### src/rtl/picorv32_alu_pkg.sv
// -----------------------------------------------------------------------------
// picorv32_alu_pkg
//   Shared definitions for the sequential picorv32 ALU:
//     - ALU_OP_W and the encoded opcodes ALU_ADD .. ALU_SLTU
//     - shifter mode encoding (left / logical right / arithmetic right)
//     - FSM state encoding for the top-level controller
//   Optional feature macro: PICORV32_ALU_CMP_EN (SLT/SLTU). The package is
//   the same whether or not it is defined; only the top-level decoder changes.
// -----------------------------------------------------------------------------
package picorv32_alu_pkg;

   localparam int ALU_OP_W = 4;

   localparam logic [ALU_OP_W-1:0] ALU_ADD  = 4'd0;
   localparam logic [ALU_OP_W-1:0] ALU_SUB  = 4'd1;
   localparam logic [ALU_OP_W-1:0] ALU_AND  = 4'd2;
   localparam logic [ALU_OP_W-1:0] ALU_OR   = 4'd3;
   localparam logic [ALU_OP_W-1:0] ALU_XOR  = 4'd4;
   localparam logic [ALU_OP_W-1:0] ALU_SLL  = 4'd5;
   localparam logic [ALU_OP_W-1:0] ALU_SRL  = 4'd6;
   localparam logic [ALU_OP_W-1:0] ALU_SRA  = 4'd7;
   localparam logic [ALU_OP_W-1:0] ALU_SLT  = 4'd8;
   localparam logic [ALU_OP_W-1:0] ALU_SLTU = 4'd9;

   localparam int SH_MODE_W = 2;

   localparam logic [SH_MODE_W-1:0] SH_LEFT = 2'd0;
   localparam logic [SH_MODE_W-1:0] SH_SRL  = 2'd1;
   localparam logic [SH_MODE_W-1:0] SH_SRA  = 2'd2;

   typedef enum logic [1:0] {
      ST_IDLE = 2'd0,
      ST_EXEC = 2'd1,
      ST_DONE = 2'd2
   } alu_state_t;

endpackage

### src/rtl/picorv32_alu_shifter.sv
// -----------------------------------------------------------------------------
// picorv32_alu_shifter
//   Iterative shifter: moves the operand by at most SHIFT_STEP bits per cycle
//   until the requested amount has been consumed.
//
//   Ports
//     clk, rst   clock / asynchronous active-high reset
//     start      load data_in, amount and mode (amount must be non-zero)
//     mode       SH_LEFT, SH_SRL or SH_SRA
//     data_in    value to shift
//     amount     total shift distance, 0 .. XLEN-1
//     done       high in the cycle whose step finishes the shift; result is
//                the final value in that cycle (the caller registers it)
//     result     the value after the current cycle's step
//
//   Parameters: XLEN (datapath width), SHIFT_STEP (max bits per cycle).
// -----------------------------------------------------------------------------
module picorv32_alu_shifter
   import picorv32_alu_pkg::*;
#(
   parameter int XLEN       = 32,
   parameter int SHIFT_STEP = 4
) (
   input  logic                      clk,
   input  logic                      rst,
   input  logic                      start,
   input  logic [SH_MODE_W-1:0]      mode,
   input  logic [XLEN-1:0]           data_in,
   input  logic [$clog2(XLEN)-1:0]   amount,
   output logic                      done,
   output logic [XLEN-1:0]           result
);

   // One extra bit so SHIFT_STEP == XLEN still fits in the counter width.
   localparam int CNT_W = $clog2(XLEN) + 1;
   localparam logic [CNT_W-1:0] STEP_C = CNT_W'(SHIFT_STEP);

   logic                 busy_q;
   logic [XLEN-1:0]      data_q;
   logic [CNT_W-1:0]     remaining_q;
   logic [SH_MODE_W-1:0] mode_q;
   logic [CNT_W-1:0]     step_amt;

   always_comb begin
      step_amt = (remaining_q > STEP_C) ? STEP_C : remaining_q;
      case (mode_q)
         SH_LEFT: result = data_q << step_amt;
         SH_SRA:  result = $unsigned($signed(data_q) >>> step_amt);
         default: result = data_q >> step_amt;
      endcase
   end

   // The final step is the one that consumes everything that is left.
   assign done = busy_q && (remaining_q <= STEP_C);

   always_ff @(posedge clk or posedge rst) begin
      if (rst) begin
         busy_q      <= 1'b0;
         data_q      <= '0;
         remaining_q <= '0;
         mode_q      <= SH_SRL;
      end else if (start) begin
         busy_q      <= 1'b1;
         data_q      <= data_in;
         remaining_q <= {1'b0, amount};
         mode_q      <= mode;
      end else if (busy_q) begin
         data_q      <= result;
         remaining_q <= remaining_q - step_amt;
         if (done) begin
            busy_q <= 1'b0;
         end
      end
   end

endmodule

### src/rtl/picorv32_alu_seq.sv
// -----------------------------------------------------------------------------
// picorv32_alu_seq
//   Multi-cycle ALU for the picorv32 execute stage. Add/sub/logic/compare
//   complete in one cycle; shifts run on picorv32_alu_shifter.
//
//   Ports
//     clk, rst     clock / asynchronous active-high reset
//     in_valid     operation offered            in_ready  operation accepted
//     in_op        encoded opcode (see picorv32_alu_pkg)
//     in_op1/2     operands; shifts use in_op2[$clog2(XLEN)-1:0]
//     out_valid    result available             out_ready result consumed
//     out_result   result                       out_err   illegal opcode
//
//   Handshakes: a transfer happens on a rising edge where valid && ready.
//   in_* are only sampled on that edge. out_valid, once high, stays high with
//   out_result/out_err stable until out_ready is seen (only rst drops it).
//   In DONE, in_ready follows out_ready so a new op can be accepted in the
//   same cycle the previous result is consumed.
//
//   Optional feature: define PICORV32_ALU_CMP_EN to build SLT/SLTU; otherwise
//   opcodes 8 and 9 report out_err like any other illegal opcode.
// -----------------------------------------------------------------------------
module picorv32_alu_seq
   import picorv32_alu_pkg::*;
#(
   parameter int XLEN       = 32,
   parameter int SHIFT_STEP = 4
) (
   input  logic                clk,
   input  logic                rst,
   input  logic                in_valid,
   output logic                in_ready,
   input  logic [ALU_OP_W-1:0] in_op,
   input  logic [XLEN-1:0]     in_op1,
   input  logic [XLEN-1:0]     in_op2,
   output logic                out_valid,
   input  logic                out_ready,
   output logic [XLEN-1:0]     out_result,
   output logic                out_err
);

   localparam int SH_W = $clog2(XLEN);

   alu_state_t           state, state_d;
   logic [XLEN-1:0]      result_q, result_d;
   logic                 err_q, err_d;

   logic                 accept;
   logic [SH_W-1:0]      shamt;
   logic [XLEN-1:0]      acc_result;
   logic                 acc_err;
   logic                 acc_shift;
   logic [SH_MODE_W-1:0] sh_mode;
   logic                 sh_start;
   logic                 sh_done;
   logic [XLEN-1:0]      sh_result;

   assign shamt     = in_op2[SH_W-1:0];
   assign in_ready  = (state == ST_IDLE) || ((state == ST_DONE) && out_ready);
   assign accept    = in_valid && in_ready;
   assign out_valid = (state == ST_DONE);
   assign out_result = result_q;
   assign out_err    = err_q;

   // Single-cycle datapath and decode of the offered op. For a shift by
   // zero the answer is op1 itself, so it completes without the shifter.
   always_comb begin
      acc_result = '0;
      acc_err    = 1'b0;
      acc_shift  = 1'b0;
      sh_mode    = SH_SRL;
      case (in_op)
         ALU_ADD: acc_result = in_op1 + in_op2;
         ALU_SUB: acc_result = in_op1 - in_op2;
         ALU_AND: acc_result = in_op1 & in_op2;
         ALU_OR:  acc_result = in_op1 | in_op2;
         ALU_XOR: acc_result = in_op1 ^ in_op2;
         ALU_SLL: begin
            sh_mode    = SH_LEFT;
            acc_shift  = (shamt != '0);
            acc_result = in_op1;
         end
         ALU_SRL: begin
            sh_mode    = SH_SRL;
            acc_shift  = (shamt != '0);
            acc_result = in_op1;
         end
         ALU_SRA: begin
            sh_mode    = SH_SRA;
            acc_shift  = (shamt != '0);
            acc_result = in_op1;
         end
`ifdef PICORV32_ALU_CMP_EN
         ALU_SLT:  acc_result = {{(XLEN-1){1'b0}}, ($signed(in_op1) < $signed(in_op2))};
         ALU_SLTU: acc_result = {{(XLEN-1){1'b0}}, (in_op1 < in_op2)};
`endif
         default: begin
            acc_result = '0;
            acc_err    = 1'b1;
         end
      endcase
   end

   // Next state and result register. An accept takes priority over the
   // DONE -> IDLE fall-back so the consume cycle can start a new op.
   always_comb begin
      state_d  = state;
      result_d = result_q;
      err_d    = err_q;
      sh_start = 1'b0;
      case (state)
         ST_IDLE: state_d = ST_IDLE;
         ST_EXEC: begin
            if (sh_done) begin
               state_d  = ST_DONE;
               result_d = sh_result;
               err_d    = 1'b0;
            end
         end
         ST_DONE: begin
            if (out_ready) begin
               state_d = ST_IDLE;
            end
         end
         default: state_d = ST_IDLE;
      endcase
      if (accept) begin
         sh_start = acc_shift;
         state_d  = acc_shift ? ST_EXEC : ST_DONE;
         result_d = acc_result;
         err_d    = acc_err;
      end
   end

   always_ff @(posedge clk or posedge rst) begin
      if (rst) begin
         state    <= ST_IDLE;
         result_q <= '0;
         err_q    <= 1'b0;
      end else begin
         state    <= state_d;
         result_q <= result_d;
         err_q    <= err_d;
      end
   end

   picorv32_alu_shifter #(
      .XLEN       (XLEN),
      .SHIFT_STEP (SHIFT_STEP)
   ) u_shifter (
      .clk     (clk),
      .rst     (rst),
      .start   (sh_start),
      .mode    (sh_mode),
      .data_in (in_op1),
      .amount  (shamt),
      .done    (sh_done),
      .result  (sh_result)
   );

endmodule
### config.mk
export PLATFORM = sky130hd
export DESIGN_NAME = picorv32_alu_seq
export DESIGN_NICKNAME = d
export VERILOG_FILES = /design/src/rtl/picorv32_alu_pkg.sv /design/src/rtl/picorv32_alu_shifter.sv /design/src/rtl/picorv32_alu_seq.sv
export SDC_FILE = /design/constraint.sdc
export NUM_CORES = 1
export LEC_CHECK = 0
export CAP_MARGIN = 15
export CORE_MARGIN = 1.5
export CORE_UTILIZATION = 59
export DETAILED_ROUTE_END_ITERATION = 10
export HOLD_SLACK_MARGIN = 0.15
export PLACE_DENSITY = 0.91
export SLEW_MARGIN = 5
export SYNTH_ARGS = -nofsm -noshare
export SYNTH_HDL_FRONTEND = slang
export SYNTH_SLANG_ARGS = --single-unit
### constraint.sdc
create_clock -name clk -period 3.2 [get_ports clk]
set_input_delay 0.96 -clock clk [delete_from_list [all_inputs] [get_ports clk]]
set_output_delay 0.96 -clock clk [all_outputs]
set_load 0.005 [all_outputs]
==> results.py, run 1 <==
metrics = {
    "outcome": {
        "status": "did not finish",
        "haltStage": "5_1_grt",
        "firstError": "[ERROR GRT-0232] Routing congestion too high. Check the congestion heatmap in the GUI.",
    },
    "synthesis": {
        "ys_seq_area_share_pct": 19.0,
        "synthesis.nets": 1475,
        "synth_flop_cell": "dfrtp_1",
        "synth-async-reset-ratio_pct": 100,
        "ys_ff_latch": 76,
        "synth_cell_type_count": 76,
        "ys_warn_count": 0,
        "synthesis.area_mm2": 0.0100,
        "netlist_instances": 1304,
        "synth_edf_count": 0,
        "avgSynthCellArea_um2": 7.68,
    },
    "clock_tree": {
        "cts.path.max_buffers": 2,
        "hold_buffers": 0,
        "cts_sinks": 76,
        "h-tree-depth": 3,
        "cts-root-buf": "clkbuf_16",
        "cts_buffers": 9,
    },
    "placement": {
        "post-place-ws_ns": -1.65,
        "place_congestion": 1.02,
        "numPortBuffers": 106,
        "place_hpwl_um": 31000,
        "post_dp_cell_area_mm2": 0.0130,
    },
    "global_routing": {
        "track_usage_pct": 97.1,
        "grt_overflow": 544,
        "grt_max_degree": 77,
    },
    "sta": {
        "grt_repair_worst_endpoint": "out_result[29]$_DFFE_PP0P_/D",
        "worstEpCategory": "register input",
    },
    "floorplan": {
        "start_util_pct": 60.4,
        "die_x_um": 133,
        "num_rows": 47,
        "pin_count": 107,
        "die_h_um": 133,
    },
}
cell usage after synthesis (9+ instances only):
library cell / number / area [µm²]
nand2_1: 126 / 473
o21ai_0: 113 / 566
nor2_1: 108 / 405
a21oi_1: 103 / 515
ha_1: 98 / 1230
inv_1: 82 / 308
dfrtp_1: 75 / 1880
clkbuf_1: 74 / 278
xnor2_1: 43 / 377
mux2i_1: 42 / 420
o211ai_1: 33 / 248
nand3_1: 32 / 160
a31oi_1: 24 / 150
a22oi_1: 23 / 173
o22ai_1: 23 / 144
a211oi_1: 22 / 165
mux4_2: 22 / 495
nor3_1: 22 / 110
a21o_1: 17 / 128
and3_1: 14 / 87.6
mux2_2: 14 / 158
o31ai_1: 12 / 90.1
or3_1: 12 / 75.1
o21a_1: 9 / 67.6
metrics by stage:
step,hold slack (ns),util (%),std cells,TNS (ns)
after global placement,0.500,78.6,1767,-32.13
after floorplan,0.480,-,1304,-10.56
after detailed placement,0.520,78.6,1767,-37.42
after CTS,0.561,86.4,1830,-14.00
logic make-up after synthesis:
logic type               share of synthesized area (%)
buffers and inverters                             6.95
multiplexers                                      10.9
XOR/XNOR                                          4.46
flip-flops                                        19.0
AO/OA/AOI/OAI                                     28.6
adder cells (fa/ha/maj)                           12.4
AND/OR/NAND/NOR                                   17.5
other                                           0.0374
metal layers:
| layer | GRT usage, % | overflow |
|---|---|---|
| met1 | 93.6 | 29 |
| met2 | 107 | 297 |
| met4 | 103 | 161 |
| met3 | 89.0 | 48 |
| met5 | 73.3 | 9 |
repair_timing:
action,4_1_cts
pin swaps,116
resized for setup,199
setup endpoints to repair,32
setup buffers,49
==> inputs of run 2 (changes only) <==
--- a/config.mk
+++ b/config.mk
@@ -7,10 +7,9 @@
 export LEC_CHECK = 0
 export CAP_MARGIN = 15
 export CORE_MARGIN = 1.5
-export CORE_UTILIZATION = 59
+export CORE_UTILIZATION = 40
 export DETAILED_ROUTE_END_ITERATION = 10
-export HOLD_SLACK_MARGIN = 0.15
-export PLACE_DENSITY = 0.91
+export PLACE_DENSITY_LB_ADDON = 0.15
 export SLEW_MARGIN = 5
 export SYNTH_ARGS = -nofsm -noshare
 export SYNTH_HDL_FRONTEND = slang
==> results.py, run 2 <==
metrics = {
    "pwr": {
        "leakage_nw": 6.51,
        "seqPwrFrac_pct": 23.3,
        "finalPower_mw": 8.65,
        "ir_worst_vdd_uv": 334,
        "pwr-share-clk_pct": 11.3,
        "power_density_mw_per_mm2": 582,
        "p_switching_mw": 4.09,
        "p_sw_share_pct": 47.4,
        "power_frac_comb_pct": 65.4,
        "p_int_mw": 4.55,
    },
    "clock_tree": {
        "cts.path.max_buffers": 2,
        "clkTransAtPathRegs_ns": 0.06,
        "hold_buffers": 0,
        "cts_tree": "done",
        "cts_buffers": 9,
        "insertion_delay_ns": 0.34,
        "h-tree-depth": 3,
        "cts-root-buf": "clkbuf_16",
        "cts_sinks": 76,
    },
    "finish": {
        "final_common_cell": "buf_4",
        "final_util_pct": 60.7,
        "areaGrowthSynthToFinish_pct": 48.2,
        "nNetsFinal": 1794,
        "final_cell_mix": "255 x buf_4, 120 x nand2_1, 97 x nor2_1",
        "n_fill_cell": 2134,
        "n_antenna_cell": 0,
        "drive_above_1_share_pct": 32.1,
    },
    "worst_setup_path": {
        "crit_start": "in_op2[11]",
        "cp_max_fo": 4,
        "crit_type": "input pin to register",
        "r2r_cells": 8,
        "r2r-end": "out_result[30]",
        "cp-end-kind": "register",
        "worstPathRequired_ns": 3.43,
        "worstSetupStartpointType": "input pin",
        "rr_startpoint": "u_shifter.remaining_q[5]",
        "rrSetupSlack_ns": 0.07,
        "cp.arrival_ns": 4.15,
    },
    "detailed_routing": {
        "drt-initial-drc-count": 1243,
        "viasPerCell": 5.95,
        "dr.pass1.iters": 5,
        "wirelength_um": 40300,
        "antenna_left": 0,
        "drc_errors": 0,
        "wl_per_cell_um": 20.7,
        "vias": 11600,
    },
    "synthesis": {
        "synth_top_area_cell": "dfrtp_1",
        "yosysTopAreaCellShare_pct": 18.7,
        "synth_common_cells": "126 x nand2_1, 113 x o21ai_0, 108 x nor2_1, 103 x a21oi_1, 98 x ha_1",
        "synth_edf_count": 0,
        "netlist_instances": 1304,
        "ys_ff_latch": 76,
        "synthMostInstantiatedCell": "nand2_1",
        "ys_warn_count": 0,
        "synth-async-reset-ratio_pct": 100,
        "synth_cell_type_count": 76,
        "ys_seq_area_share_pct": 19.0,
        "synthesis.area_mm2": 0.0100,
        "synthesis.nets": 1475,
        "synthTopCellsByArea": "dfrtp_1 19%, ha_1 12%, o21ai_0 5.6%, a21oi_1 5.1%, mux4_2 4.9%",
        "synth_flop_cell": "dfrtp_1",
        "avgSynthCellArea_um2": 7.68,
    },
    "sta": {
        "relSlewSlack_pct": 55.5,
        "fmax_mhz": 255,
        "final_hold_viol_count": 0,
        "fin_crit_ns": 3.92,
        "tightest_slew_ns": 0.660,
        "period_share_pct": 123,
        "rsz0062_at_grt": "yes",
        "setup_violations": 27,
        "whs_ns": 0.524,
        "slew_viol_final": 0,
        "worst_slack_ns": -0.722,
        "skew_ns": 0.00849,
    },
    "floorplan": {
        "die_area_mm2": 0.0260,
        "die_h_um": 161,
        "num_rows": 57,
        "die_x_um": 161,
        "coreArea_mm2": 0.0245,
        "pin_count": 107,
        "start_util_pct": 40.9,
    },
    "global_routing": {
        "track_usage_pct": 30.1,
        "grt_pass1_wl_um": 61800,
        "grt_overflow": 0,
        "antenna_found_initial": 0,
        "grt_max_degree": 50,
        "grt_pass1_vias": 10800,
    },
    "outcome": {
        "violations": "negative setup slack",
        "status": "complete, but fails checks",
    },
    "placement": {
        "place_hpwl_um": 30300,
        "post-place-ws_ns": -1.54,
        "place_congestion": 0.955,
        "numPortBuffers": 106,
    },
    "min_path": {
        "whs_path_depth": 2,
        "hp-start": "out_err",
        "holdPathEnd": "out_err",
        "hold_class": "register to register",
    },
    "run": {
        "drv_cap": 0,
    },
}
==> run 2: metal layers <==
metal	track usage [%]	part of all wire, %	vias to the layer above
met3	2.70	6.4	66
met4	8.92	2.7	0
met5	0	0	-
met2	45.9	45	523
li1	-	-	5433
met1	44.9	46	5602
==> run 2: how the worst max path moves through the flow <==
stage                           endpoint  cells past startpoint
after global placement    out_result[27]                     18
final                     out_result[23]                     16
after detailed placement  out_result[23]                     18
after floorplan           out_result[29]                     15
after CTS                 out_result[31]                     15
after global routing      out_result[31]                     16
==> run 2: area by class of cell <==
class	count	area, µm²	area share [%]
Inverter	83	320	2.16
Clock inverter	6	47.5	0.320
Clock buffer	10	239	1.61
Tap cell	324	405	2.73
Multi-Input combinational cell	1053	8460	56.9
Sequential cell	76	1900	12.8
Timing Repair Buffer	400	3480	23.4
==> run 2: what timing repair did <==
| action | CTS | global route |
|---|---|---|
| resized for setup | 175 | 94 |
| setup buffers | 29 | 20 |
| pin swaps | 114 | 123 |
| hold endpoints to repair | 0 | 0 |
| setup endpoints to repair | 30 | 27 |
| cloned | 1 | 0 |
==> run 2: cells by family after synthesis <==
kind of cell,after synthesis,synth area share [%]
AO/OA/AOI/OAI,448,28.6
AND/OR/NAND/NOR,374,17.5
buffers and inverters,175,6.95
adder cells (fa/ha/maj),99,12.4
multiplexers,80,10.9
flip-flops,76,19.0
XOR/XNOR,51,4.46
other,1,0.0374
==> run 2: critical path, cell delays in order <==
cell and delay [ns]:
buf_6 0.09, or4_4 0.57, nor2_4 0.16, nand3_4 0.09, nor3_4 0.26, buf_4 0.16
a31oi_4 0.07, xnor2_1 0.14, ha_1 0.37, nand4_1 0.15, or2_4 0.29, o2111a_1 0.29
and2_4 0.16, xnor2_1 0.13, a21oi_2 0.17, o22ai_1 0.09
==> run 2: power groups by stage <==
stage | Clock (mW) | Combinational [mW] | Sequential, mW
final | 0.981 | 5.65 | 2.01
after global routing | 1.04 | 6.12 | 2.06
after detailed placement | 0 | 5.21 | 2.00
after global placement | 0 | 5.17 | 1.99
after CTS | 0.986 | 5.39 | 1.98
after floorplan | 0 | 3.58 | 1.69
==> run 2: through the flow <==
step	area [µm²]	std cells	TNS [ns]
detailed placement	13400	1894	-36.84
finish	14800	1952	-12.07
CTS	14300	1936	-10.96
floorplan	10300	1304	-10.56
global placement	13400	1894	-33.70
global route	14800	1952	-14.87
Power figures use the tool's default switching activity.
